`src/rtl/if_id_pipe_stage_if.sv`:
```
// Handshake/payload bundle between fetch, the IF->ID register and decode.
// slave: the pipeline register itself; master: the fetch/decode environment around it.
interface if_id_pipe_stage_if #(
    parameter int unsigned DATA_W = 32,
    parameter int unsigned PC_W   = 32
) ();
    logic              in_valid;
    logic              in_ready;
    logic [DATA_W-1:0] in_instr;
    logic [PC_W-1:0]   in_pc;

    logic              out_valid;
    logic              out_ready;
    logic [DATA_W-1:0] out_instr;
    logic [PC_W-1:0]   out_pc;
    logic [PC_W-1:0]   out_pc_plus;

    modport master (
        output in_valid, in_instr, in_pc, out_ready,
        input  in_ready, out_valid, out_instr, out_pc, out_pc_plus
    );

    modport slave (
        input  in_valid, in_instr, in_pc, out_ready,
        output in_ready, out_valid, out_instr, out_pc, out_pc_plus
    );
endinterface

```
`src/rtl/if_id_pipe_stage.sv`:
```
// IF->ID pipeline register with valid/ready handshake, flush-to-bubble, hold and a flush counter.
// Define IF_ID_SKID_EN for a 2-entry stage (output + skid register) with a registered in_ready.
module if_id_pipe_stage #(
    parameter int unsigned       DATA_W  = 32,
    parameter int unsigned       PC_W    = 32,
    parameter int unsigned       PC_INC  = 4,
    parameter logic [DATA_W-1:0] NOP_VAL = '0,
    parameter int unsigned       CNT_W   = 8
) (
    input  logic               clk,
    input  logic               rst_n,
    input  logic               flush,
    input  logic               hold,
    if_id_pipe_stage_if.slave  bus,
    output logic [CNT_W-1:0]   flush_cnt
);

    typedef struct packed {
        logic [DATA_W-1:0] instr;
        logic [PC_W-1:0]   pc;
        logic [PC_W-1:0]   pc_plus;
    } entry_t;

    localparam entry_t RST_ENTRY = '{instr: NOP_VAL, pc: '0, pc_plus: '0};

    entry_t            out_q, out_d;
    logic              out_valid_q, out_valid_d;
    logic [CNT_W-1:0]  cnt_q, cnt_d;
    entry_t            in_entry;
    entry_t            flush_entry;
    logic              accept;
    logic              consume;

    // A flush bubble carries the incoming PC unincremented so redirect logic can see it.
    assign in_entry    = '{instr: bus.in_instr, pc: bus.in_pc, pc_plus: bus.in_pc + PC_W'(PC_INC)};
    assign flush_entry = '{instr: NOP_VAL, pc: bus.in_pc, pc_plus: bus.in_pc};

`ifdef IF_ID_SKID_EN
    entry_t skid_q, skid_d;
    logic   skid_valid_q, skid_valid_d;

    assign bus.in_ready = ~skid_valid_q & ~hold;
`else
    assign bus.in_ready = ~hold & ~flush & (~out_valid_q | bus.out_ready);
`endif

    assign accept  = bus.in_valid & bus.in_ready;
    assign consume = out_valid_q & bus.out_ready;

    // Next-state: hold freezes everything, flush beats data movement.
    always_comb begin
        out_d       = out_q;
        out_valid_d = out_valid_q;
        cnt_d       = cnt_q;
`ifdef IF_ID_SKID_EN
        skid_d       = skid_q;
        skid_valid_d = skid_valid_q;
`endif
        if (!hold) begin
            if (flush) begin
                out_valid_d = 1'b0;
                out_d       = flush_entry;
                cnt_d       = (cnt_q == '1) ? cnt_q : cnt_q + CNT_W'(1);
`ifdef IF_ID_SKID_EN
                skid_valid_d = 1'b0;
`endif
            end else begin
`ifdef IF_ID_SKID_EN
                if (!out_valid_q || consume) begin
                    if (skid_valid_q) begin
                        out_d        = skid_q;
                        out_valid_d  = 1'b1;
                        skid_valid_d = accept;
                        if (accept) begin
                            skid_d = in_entry;
                        end
                    end else if (accept) begin
                        out_d       = in_entry;
                        out_valid_d = 1'b1;
                    end else begin
                        out_valid_d = 1'b0;
                    end
                end else if (accept) begin
                    skid_d       = in_entry;
                    skid_valid_d = 1'b1;
                end
`else
                if (accept) begin
                    out_d       = in_entry;
                    out_valid_d = 1'b1;
                end else if (consume) begin
                    out_valid_d = 1'b0;
                end
`endif
            end
        end
    end

    always_ff @(posedge clk or negedge rst_n) begin
        if (!rst_n) begin
            out_q       <= RST_ENTRY;
            out_valid_q <= 1'b0;
            cnt_q       <= '0;
        end else begin
            out_q       <= out_d;
            out_valid_q <= out_valid_d;
            cnt_q       <= cnt_d;
        end
    end

`ifdef IF_ID_SKID_EN
    always_ff @(posedge clk or negedge rst_n) begin
        if (!rst_n) begin
            skid_q       <= RST_ENTRY;
            skid_valid_q <= 1'b0;
        end else begin
            skid_q       <= skid_d;
            skid_valid_q <= skid_valid_d;
        end
    end
`endif

    assign bus.out_valid   = out_valid_q;
    assign bus.out_instr   = out_q.instr;
    assign bus.out_pc      = out_q.pc;
    assign bus.out_pc_plus = out_q.pc_plus;
    assign flush_cnt       = cnt_q;

endmodule

```
`src/flat_wrapper.sv`:
```
// flat-port wrapper written by rule: the top's interface ports become plain ports
module if_id_pipe_stage_flat 
#(
    parameter int unsigned       DATA_W  = 32,
    parameter int unsigned       PC_W    = 32,
    parameter int unsigned       PC_INC  = 4,
    parameter logic [DATA_W-1:0] NOP_VAL = '0,
    parameter int unsigned       CNT_W   = 8
)
  (clk, rst_n, flush, hold, flush_cnt, bus_in_valid, bus_in_instr, bus_in_pc, bus_out_ready, bus_in_ready, bus_out_valid, bus_out_instr, bus_out_pc, bus_out_pc_plus);
  if_id_pipe_stage_if #(.DATA_W(DATA_W), .PC_W(PC_W)) bus_i ();
  input  logic clk;
  input  logic rst_n;
  input  logic flush;
  input  logic hold;
  output logic [CNT_W-1:0] flush_cnt;
  input wire logic [$bits(bus_i.in_valid)-1:0] bus_in_valid;
  input wire logic [$bits(bus_i.in_instr)-1:0] bus_in_instr;
  input wire logic [$bits(bus_i.in_pc)-1:0] bus_in_pc;
  input wire logic [$bits(bus_i.out_ready)-1:0] bus_out_ready;
  output wire logic [$bits(bus_i.in_ready)-1:0] bus_in_ready;
  output wire logic [$bits(bus_i.out_valid)-1:0] bus_out_valid;
  output wire logic [$bits(bus_i.out_instr)-1:0] bus_out_instr;
  output wire logic [$bits(bus_i.out_pc)-1:0] bus_out_pc;
  output wire logic [$bits(bus_i.out_pc_plus)-1:0] bus_out_pc_plus;
  assign bus_i.in_valid = bus_in_valid;
  assign bus_i.in_instr = bus_in_instr;
  assign bus_i.in_pc = bus_in_pc;
  assign bus_i.out_ready = bus_out_ready;
  assign bus_in_ready = bus_i.in_ready;
  assign bus_out_valid = bus_i.out_valid;
  assign bus_out_instr = bus_i.out_instr;
  assign bus_out_pc = bus_i.out_pc;
  assign bus_out_pc_plus = bus_i.out_pc_plus;
  if_id_pipe_stage #(.DATA_W(DATA_W), .PC_W(PC_W), .PC_INC(PC_INC), .NOP_VAL(NOP_VAL), .CNT_W(CNT_W)) u_core (.clk(clk), .rst_n(rst_n), .flush(flush), .hold(hold), .bus(bus_i), .flush_cnt(flush_cnt));
endmodule
```
`config.mk`:
```
export PLATFORM = sky130hd
export DESIGN_NAME = if_id_pipe_stage_flat
export DESIGN_NICKNAME = d
export VERILOG_FILES = /design/src/rtl/if_id_pipe_stage_if.sv /design/src/rtl/if_id_pipe_stage.sv /design/src/flat_wrapper.sv
export SDC_FILE = /design/constraint.sdc
export NUM_CORES = 1
export LEC_CHECK = 0
export ABC_AREA = 1
export CAP_MARGIN = 20
export CORE_ASPECT_RATIO = 1.2
export CORE_MARGIN = 5
export CORE_UTILIZATION = 48
export DETAILED_ROUTE_END_ITERATION = 7
export HOLD_SLACK_MARGIN = 0.15
export PLACE_DENSITY = 0.9
export SLEW_MARGIN = 20
export SYNTH_ARGS = -nofsm -noshare
export SYNTH_HDL_FRONTEND = slang
export SYNTH_SLANG_ARGS = --single-unit
```
`constraint.sdc`:
```
create_clock -name clk -period 2.3 [get_ports clk]
set_input_delay 0.46 -clock clk [delete_from_list [all_inputs] [get_ports clk]]
set_output_delay 0.46 -clock clk [all_outputs]
set_load 0.02 [all_outputs]
```
; ---- Word level (Yosys, flattened, before mapping)
; Index checks and enable logic that the tools add are counted.
[totals]
regBits = 105
mem_bits_rw = 0
wordCells = 27
n_memories = 0
latch_bits = 0
rom_bits = 0
output_inout_bits = 106
[op_classes]
n_mul = 0
n_reduce_logical = 5
div_mod_pow = 0
eq_ne = 1
addsub = 2
mux = 5
order_cmp = 0
shifts = 0
bitwise_logic = 9
[op_table]
columns = op, count
row1 = 2-to-1 mux 96 bit, 2
row2 = adder 32 x 3 -> 32 bit (second input constant), 1
row3 = adder 8 x 1 -> 8 bit (second input constant), 1
row4 = == test 8 bit (second input constant), 1
row5 = bitwise AND 1 bit, 4
row6 = inverter 1 bit, 4
row7 = AND reduction 2 bit, 2
row8 = 2-to-1 mux 1 bit, 3
row9 = AND reduction 3 bit, 1
row10 = nonzero test 3 bit, 1
row11 = nonzero test 2 bit, 1
row12 = OR 1 bit, 1

; ---- Longest topological paths before layout
[depth]
word_depth = 6
mapped_depth = 10
mapped_depth_nobuf = 9

; ---- Worst setup path before layout
; OpenSTA, ideal clock, no wires.
[synth_timing]
kind = register to output
startpoint = reg u_core.out_valid_q, in the netlist u_core.bus.out_valid
endpoint = out bus_in_ready
stages_incl_launch_ff = 5
t_arrival_ns = 1.078
setup_slack_ns = 0.762
n_path_buf = 1
required_time_ns = 1.840
cell_sequence = dfrtp_1 > nand2_1 > nand2_1 > nor2_1 > buf_2
[synth_via]
elab_chain_cells = 3
[synth_rtl]
columns = item, line_no
row1 = start: declaration, if_id_pipe_stage.sv:27  ; logic out_valid_q, out_valid_d;
row2 = start signal: assignment, if_id_pipe_stage.sv:106  ; out_valid_q <= out_valid_d;
row3 = inverter 1 bit, if_id_pipe_stage.sv:44  ; assign bus.in_ready = ~hold & ~flush & (~out_valid_q | bus.out_ready);
row4 = OR 1 bit, if_id_pipe_stage.sv:44
row5 = bitwise AND 1 bit, if_id_pipe_stage.sv:44
row6 = end: declaration, flat_wrapper.sv:21  ; output wire logic [$bits(bus_i.in_ready)-1:0] bus_in_ready;
; No other way between the ends.

; ---- Worst setup path after layout
[layout_timing]
startpoint = in bus_out_ready
endpoint = out bus_in_ready
[layout_via]
elab_chain_cells = 2
[layout_rtl]
columns = item, line_no
row1 = start: declaration, flat_wrapper.sv:20  ; input wire logic [$bits(bus_i.out_ready)-1:0] bus_out_ready;
row2 = OR 1 bit, if_id_pipe_stage.sv:44
row3 = bitwise AND 1 bit, if_id_pipe_stage.sv:44
; No other way between the ends.

==> report_table.html <==
<table>
<tr><th>Metric</th><th>Value</th></tr>
<tr><th colspan="2">Outcome</th></tr>
<tr><td>Outcome</td><td>completed</td></tr>
<tr><th colspan="2">Pwr</th></tr>
<tr><td>Overall power after layout</td><td>5550 uW</td></tr>
<tr><td>Static leakage</td><td>roughly 0.0033 uW</td></tr>
<tr><td>Worst ir drop on vdd</td><td>0.000459 V</td></tr>
<tr><td>Total power divided by cell area</td><td>~780 nW/um2</td></tr>
<tr><th colspan="2">STA</th></tr>
<tr><td>Least-Margin Pin Slew</td><td>approximately 510 ps</td></tr>
<tr><td>Final count of hold timing violations</td><td>0</td></tr>
<tr><td>Fin crit period</td><td>2050 ps</td></tr>
<tr><td>Timing-limited maximum frequency</td><td>about 500 MHz</td></tr>
<tr><td>Setup-failing EPs final</td><td>0</td></tr>
<tr><td>Pins Over Slew Limit</td><td>0</td></tr>
<tr><td>RSZ-0062 raised after global routing</td><td>no</td></tr>
<tr><td>Worst-case clock skew</td><td>between 4 and 5 ps</td></tr>
<tr><td>Portion of the clock cycle consumed by the worst path in the final layout</td><td>slightly below 90%</td></tr>
<tr><td>Final Hold Slack</td><td>about 470 ps</td></tr>
<tr><td>Remaining max-slew budget at the tightest pin</td><td>about two thirds</td></tr>
<tr><th colspan="2">Clocking</th></tr>
<tr><td>Clock transition at the register clock pins on the worst setup and hold paths after CTS</td><td>around 60 ps</td></tr>
<tr><td>Clock Latency Late Sink</td><td>around 340 ps</td></tr>
<tr><td>Number of clock buffers inserted by TritonCTS</td><td>9</td></tr>
<tr><td>Clock sink count</td><td>around 100</td></tr>
<tr><td># H-tree levels</td><td>3</td></tr>
<tr><td>Maximum clock path buffer count</td><td>2</td></tr>
<tr><td>Clock tree from TritonCTS</td><td>built</td></tr>
<tr><td>Root Buffer</td><td>clkbuf_16</td></tr>
<tr><th colspan="2">Critical path</th></tr>
<tr><td>FF-to-FF path depth</td><td>8</td></tr>
<tr><td>Worst setup path endpoint</td><td>bus_in_ready</td></tr>
<tr><td>Cell breakdown of the critical path</td><td>clkdlybuf4s50_1, inv_1, nand2_1, nand2_1, nor2_2, dlygate4sd2_1</td></tr>
<tr><td>Cell family with the largest share of critical-path delay</td><td>buffers and inverters</td></tr>
<tr><td>R2r startpoint</td><td>u_core.flush_cnt[1]</td></tr>
<tr><td>Critical Path AT</td><td>1590 ps</td></tr>
<tr><td>Data required time of the critical path</td><td>roughly 1800 ps</td></tr>
<tr><td>CP max stage cell</td><td>clkdlybuf4s50_1</td></tr>
<tr><td>Worst reg2reg path endpoint</td><td>u_core.flush_cnt[7]</td></tr>
<tr><td>Number of cells on the critical path</td><td>6</td></tr>
<tr><td>Kind of end point of the critical path</td><td>output pin</td></tr>
<tr><td>Worst setup slack for register-to-register paths</td><td>between 700 and 800 ps</td></tr>
<tr><td>Buf+Inv Stages, Crit Path</td><td>3</td></tr>
<tr><td>Highest net fanout along the worst path</td><td>2</td></tr>
<tr><td>Kind of start point of the critical path</td><td>input pin</td></tr>
<tr><td>Worst Path Class, Setup</td><td>input pin to output pin</td></tr>
<tr><td>Worst setup startpoint</td><td>bus_out_ready</td></tr>
<tr><td>Cell occurring most often along the worst timing path</td><td>nand2_1</td></tr>
<tr><td>Max stage delay on crit path</td><td>between 400 and 500 ps</td></tr>
<tr><th colspan="2">Placed design</th></tr>
<tr><td>Count of buffers from port buffering</td><td>175</td></tr>
<tr><td>Placer congestion estimate</td><td>between 0.8 and 0.9</td></tr>
<tr><td>Placed instance count</td><td>approximately 860</td></tr>
<tr><td>Post-detailed-placement half-perimeter wirelength</td><td>between 10000 and 15000 um</td></tr>
<tr><th colspan="2">Floorplan</th></tr>
<tr><td>Total I/O pin count</td><td>176</td></tr>
<tr><td>Floorplan die height</td><td>between 100 and 150 um</td></tr>
<tr><td>Core area</td><td>between 9000 and 10000 um2</td></tr>
<tr><td>Die span in x</td><td>roughly 100 um</td></tr>
<tr><td>Full die area</td><td>approximately 12000 um2</td></tr>
<tr><td>Site Rows</td><td>40</td></tr>
<tr><td>Initial Util</td><td>~48%</td></tr>
<tr><th colspan="2">Global route</th></tr>
<tr><td>Number of antenna violations at the first check in global routing</td><td>0</td></tr>
<tr><td>Number of global-route vias before repair</td><td>about 4.7k</td></tr>
<tr><td>Total routing usage reported by global routing</td><td>about a quarter</td></tr>
<tr><td>Residual overflow from global routing</td><td>0</td></tr>
<tr><td>Maximum number of pins on one net before global-route repair</td><td>48</td></tr>
<tr><td>Wire length of the first global-routing pass</td><td>about 23000 um</td></tr>
<tr><th colspan="2">Yosys</th></tr>
<tr><td>Net Count, Synth</td><td>630</td></tr>
<tr><td>Number of different library cells in the post-synthesis netlist</td><td>31</td></tr>
<tr><td>Total of warnings raised by yosys</td><td>0</td></tr>
<tr><td>Part of the Yosys area used for sequential elements</td><td>53.8%</td></tr>
<tr><td>Count of mapped cells out of synthesis</td><td>about 560</td></tr>
<tr><td>Synthesized area per cell</td><td>approximately 8.6 um2</td></tr>
<tr><td>Count of state elements after synthesis</td><td>about 100</td></tr>
<tr><td>Netlist area before placement</td><td>about 4800 um2</td></tr>
<tr><th colspan="2">Final layout</th></tr>
<tr><td>Number of cells in the finished layout apart from fillers</td><td>873</td></tr>
<tr><td>Number of nets at the end of the flow</td><td>slightly above 800</td></tr>
<tr><td>Layout cell share with drive strength beyond 1</td><td>around 7.0%</td></tr>
<tr><td>Layout area overhead</td><td>48.5%</td></tr>
<tr><td>FILL cells</td><td>about 770</td></tr>
<tr><th colspan="2">Route</th></tr>
<tr><td>Mean number of vias per cell</td><td>between 5 and 6</td></tr>
<tr><td>Detailed-route DRC error count</td><td>0</td></tr>
<tr><td>1st-pass router iterations</td><td>4</td></tr>
<tr><td>Total number of vias</td><td>about 4.6k</td></tr>
<tr><td>Detailed router's first-iteration violation count</td><td>about 220</td></tr>
<tr><td>Routed WL</td><td>~14000 um</td></tr>
<tr><td>Wire length per cell</td><td>about 17 um</td></tr>
<tr><td>Post-detailed-route count of antenna-violating nets</td><td>0</td></tr>
<tr><th colspan="2">Run</th></tr>
<tr><td>Max Cap Violations</td><td>0</td></tr>
<tr><th colspan="2">Min path</th></tr>
<tr><td>Hold Path Class</td><td>flip-flop to flip-flop</td></tr>
</table>
[report_power, final]
part	leakage, uW	switching, uW	internal (uW)
sequential	0.00129	178	2070
combinational	0.00180	834	754
clock	0.000169	639	1070
total	0.00326	1650	3900
[metrics by stage]
| step | util, % | worst slack (ps) | area [um2] | TNS (ps) |
|---|---|---|---|---|
| detailed placement | 68.1 | -25.0 | 6750 | -25.0 |
| finish | 71.7 | 248 | 7110 | 0 |
| global route | 71.7 | 196 | 7100 | 0 |
| global placement | 68.1 | 22.3 | 6750 | 0 |
| floorplan | - | 762 | 4790 | 0 |
| CTS | 71.7 | 244 | 7100 | 0 |
[synth_stat cells]
library cell / number / area, um2
o21ai_0: 16 / 80.1
a31oi_1: 1 / 6.26
nor2_1: 64 / 240
xnor2_1: 2 / 17.5
nand2_4: 1 / 11.3
and2_1: 3 / 18.8
a32o_1: 32 / 320
or2_2: 4 / 25.0
nand2_2: 1 / 6.26
clkbuf_1: 5 / 18.8
dfrtp_1: 103 / 2580
o21ai_1: 9 / 45.0
nand3_1: 35 / 175
xor2_1: 12 / 105
o21a_1: 1 / 7.51
o211ai_1: 3 / 22.5
inv_1: 40 / 150
buf_2: 14 / 70.1
buf_6: 3 / 33.8
nor3_1: 3 / 15.0
o21bai_1: 4 / 30.0
a21oi_1: 1 / 5.00
nand2_1: 185 / 694
nand3b_1: 1 / 7.51
ha_1: 2 / 25.0
nor2_4: 1 / 11.3
buf_1: 1 / 3.75
nor2_2: 4 / 25.0
buf_4: 2 / 15.0
nand4_1: 2 / 12.5
inv_2: 3 / 11.3
[worst min path at each step]
| stage | cells past startpoint | from | slack, ps | end |
|---|---|---|---|---|
| 3_3_place_gp | 1 | rst_n | 460 | u_core.bus.out_pc_plus[10] |
| 2_1_floorplan | 0 | rst_n | 160 | u_core.bus.out_instr[0] |
| 4_1_cts | 2 | u_core.bus.out_pc[20] | 480 | u_core.bus.out_pc[20] |
| 3_5_place_dp | 2 | u_core.bus.out_pc[6] | 460 | u_core.bus.out_pc[6] |
| 6_report | 2 | u_core.bus.out_pc[20] | 470 | u_core.bus.out_pc[20] |
| 5_1_grt | 2 | u_core.bus.out_pc[4] | 500 | u_core.bus.out_pc[4] |
[cell usage in the layout, fill, tap and decap left out, types with 5 or more instances in the layout]
cell type,netlist,layout
o21ai_0,16,16
nand3_1,35,35
nor2_1,64,63
inv_1,40,40
nor2_2,4,5
o21ai_1,9,9
a32o_1,32,32
dfrtp_1,103,103
buf_4,2,19
clkbuf_16,0,9
clkdlybuf4s50_1,0,173
nand2_1,185,185
xor2_1,12,12
[worst register-to-register path, stage by stage (launching register included)]
cell,delay [ps]
dfrtp_1,400
ha_1,180
nand3_1,90
nor2_1,180
nand3_1,100
nand2_1,230
inv_1,110
nand2_1,80
o21ai_0,70
[layer usage]
metal / up-vias / track usage [%] / wire (um)
met4: 0 / 10.8 / 487
met1: 2159 / 26.7 / 5230
met2: 192 / 41.7 / 7510
li1: 2178 / - / -
met5: - / 0 / 0
met3: 37 / 6.91 / 1200
[cell type report]
class / instances / area [um2] / area share, %
timing repair buffer: 197 / 1950 / 27.5
multi-input combinational: 387 / 1910 / 26.9
clock buffer: 14 / 284 / 4.00
inverter: 43 / 163 / 2.29
sequential: 103 / 2580 / 36.3
clock inverter: 2 / 60.1 / 0.845
antenna: 1 / 2.50 / 0.0352
tap: 126 / 158 / 2.22
[cells by family (layout without fill, tap and decap cells)]
| logic type | count (synthesis) | count (layout) | synth area share [%] |
|---|---|---|---|
| AOI/OAI and AO/OA | 67 | 67 | 10.8 |
| xor gates and xnor gates | 14 | 14 | 2.56 |
| other | 0 | 1 | 0 |
| buffers and inverters | 68 | 256 | 6.32 |
| and+or+nand+nor | 304 | 304 | 26.0 |
| DFF | 103 | 103 | 53.8 |
| adders and majority gates | 2 | 2 | 0.523 |
[registers in the layout, indices dropped and copies added (netlist names)]
register	count
u_core.flush_cnt	8
u_core.bus.out_pc_plus	32
u_core.bus.out_pc	30
u_core.bus.out_instr	32
u_core.bus.out_valid	1
[repair_timing]
item	in CTS	in global routing
hold buffers	1	0
setup endpoints to repair	1	0
buffers inserted	0	0
endpoints found under the hold margin	36	0
resized for setup	1	0
Note: power is estimated with default switching activity, not from simulation.
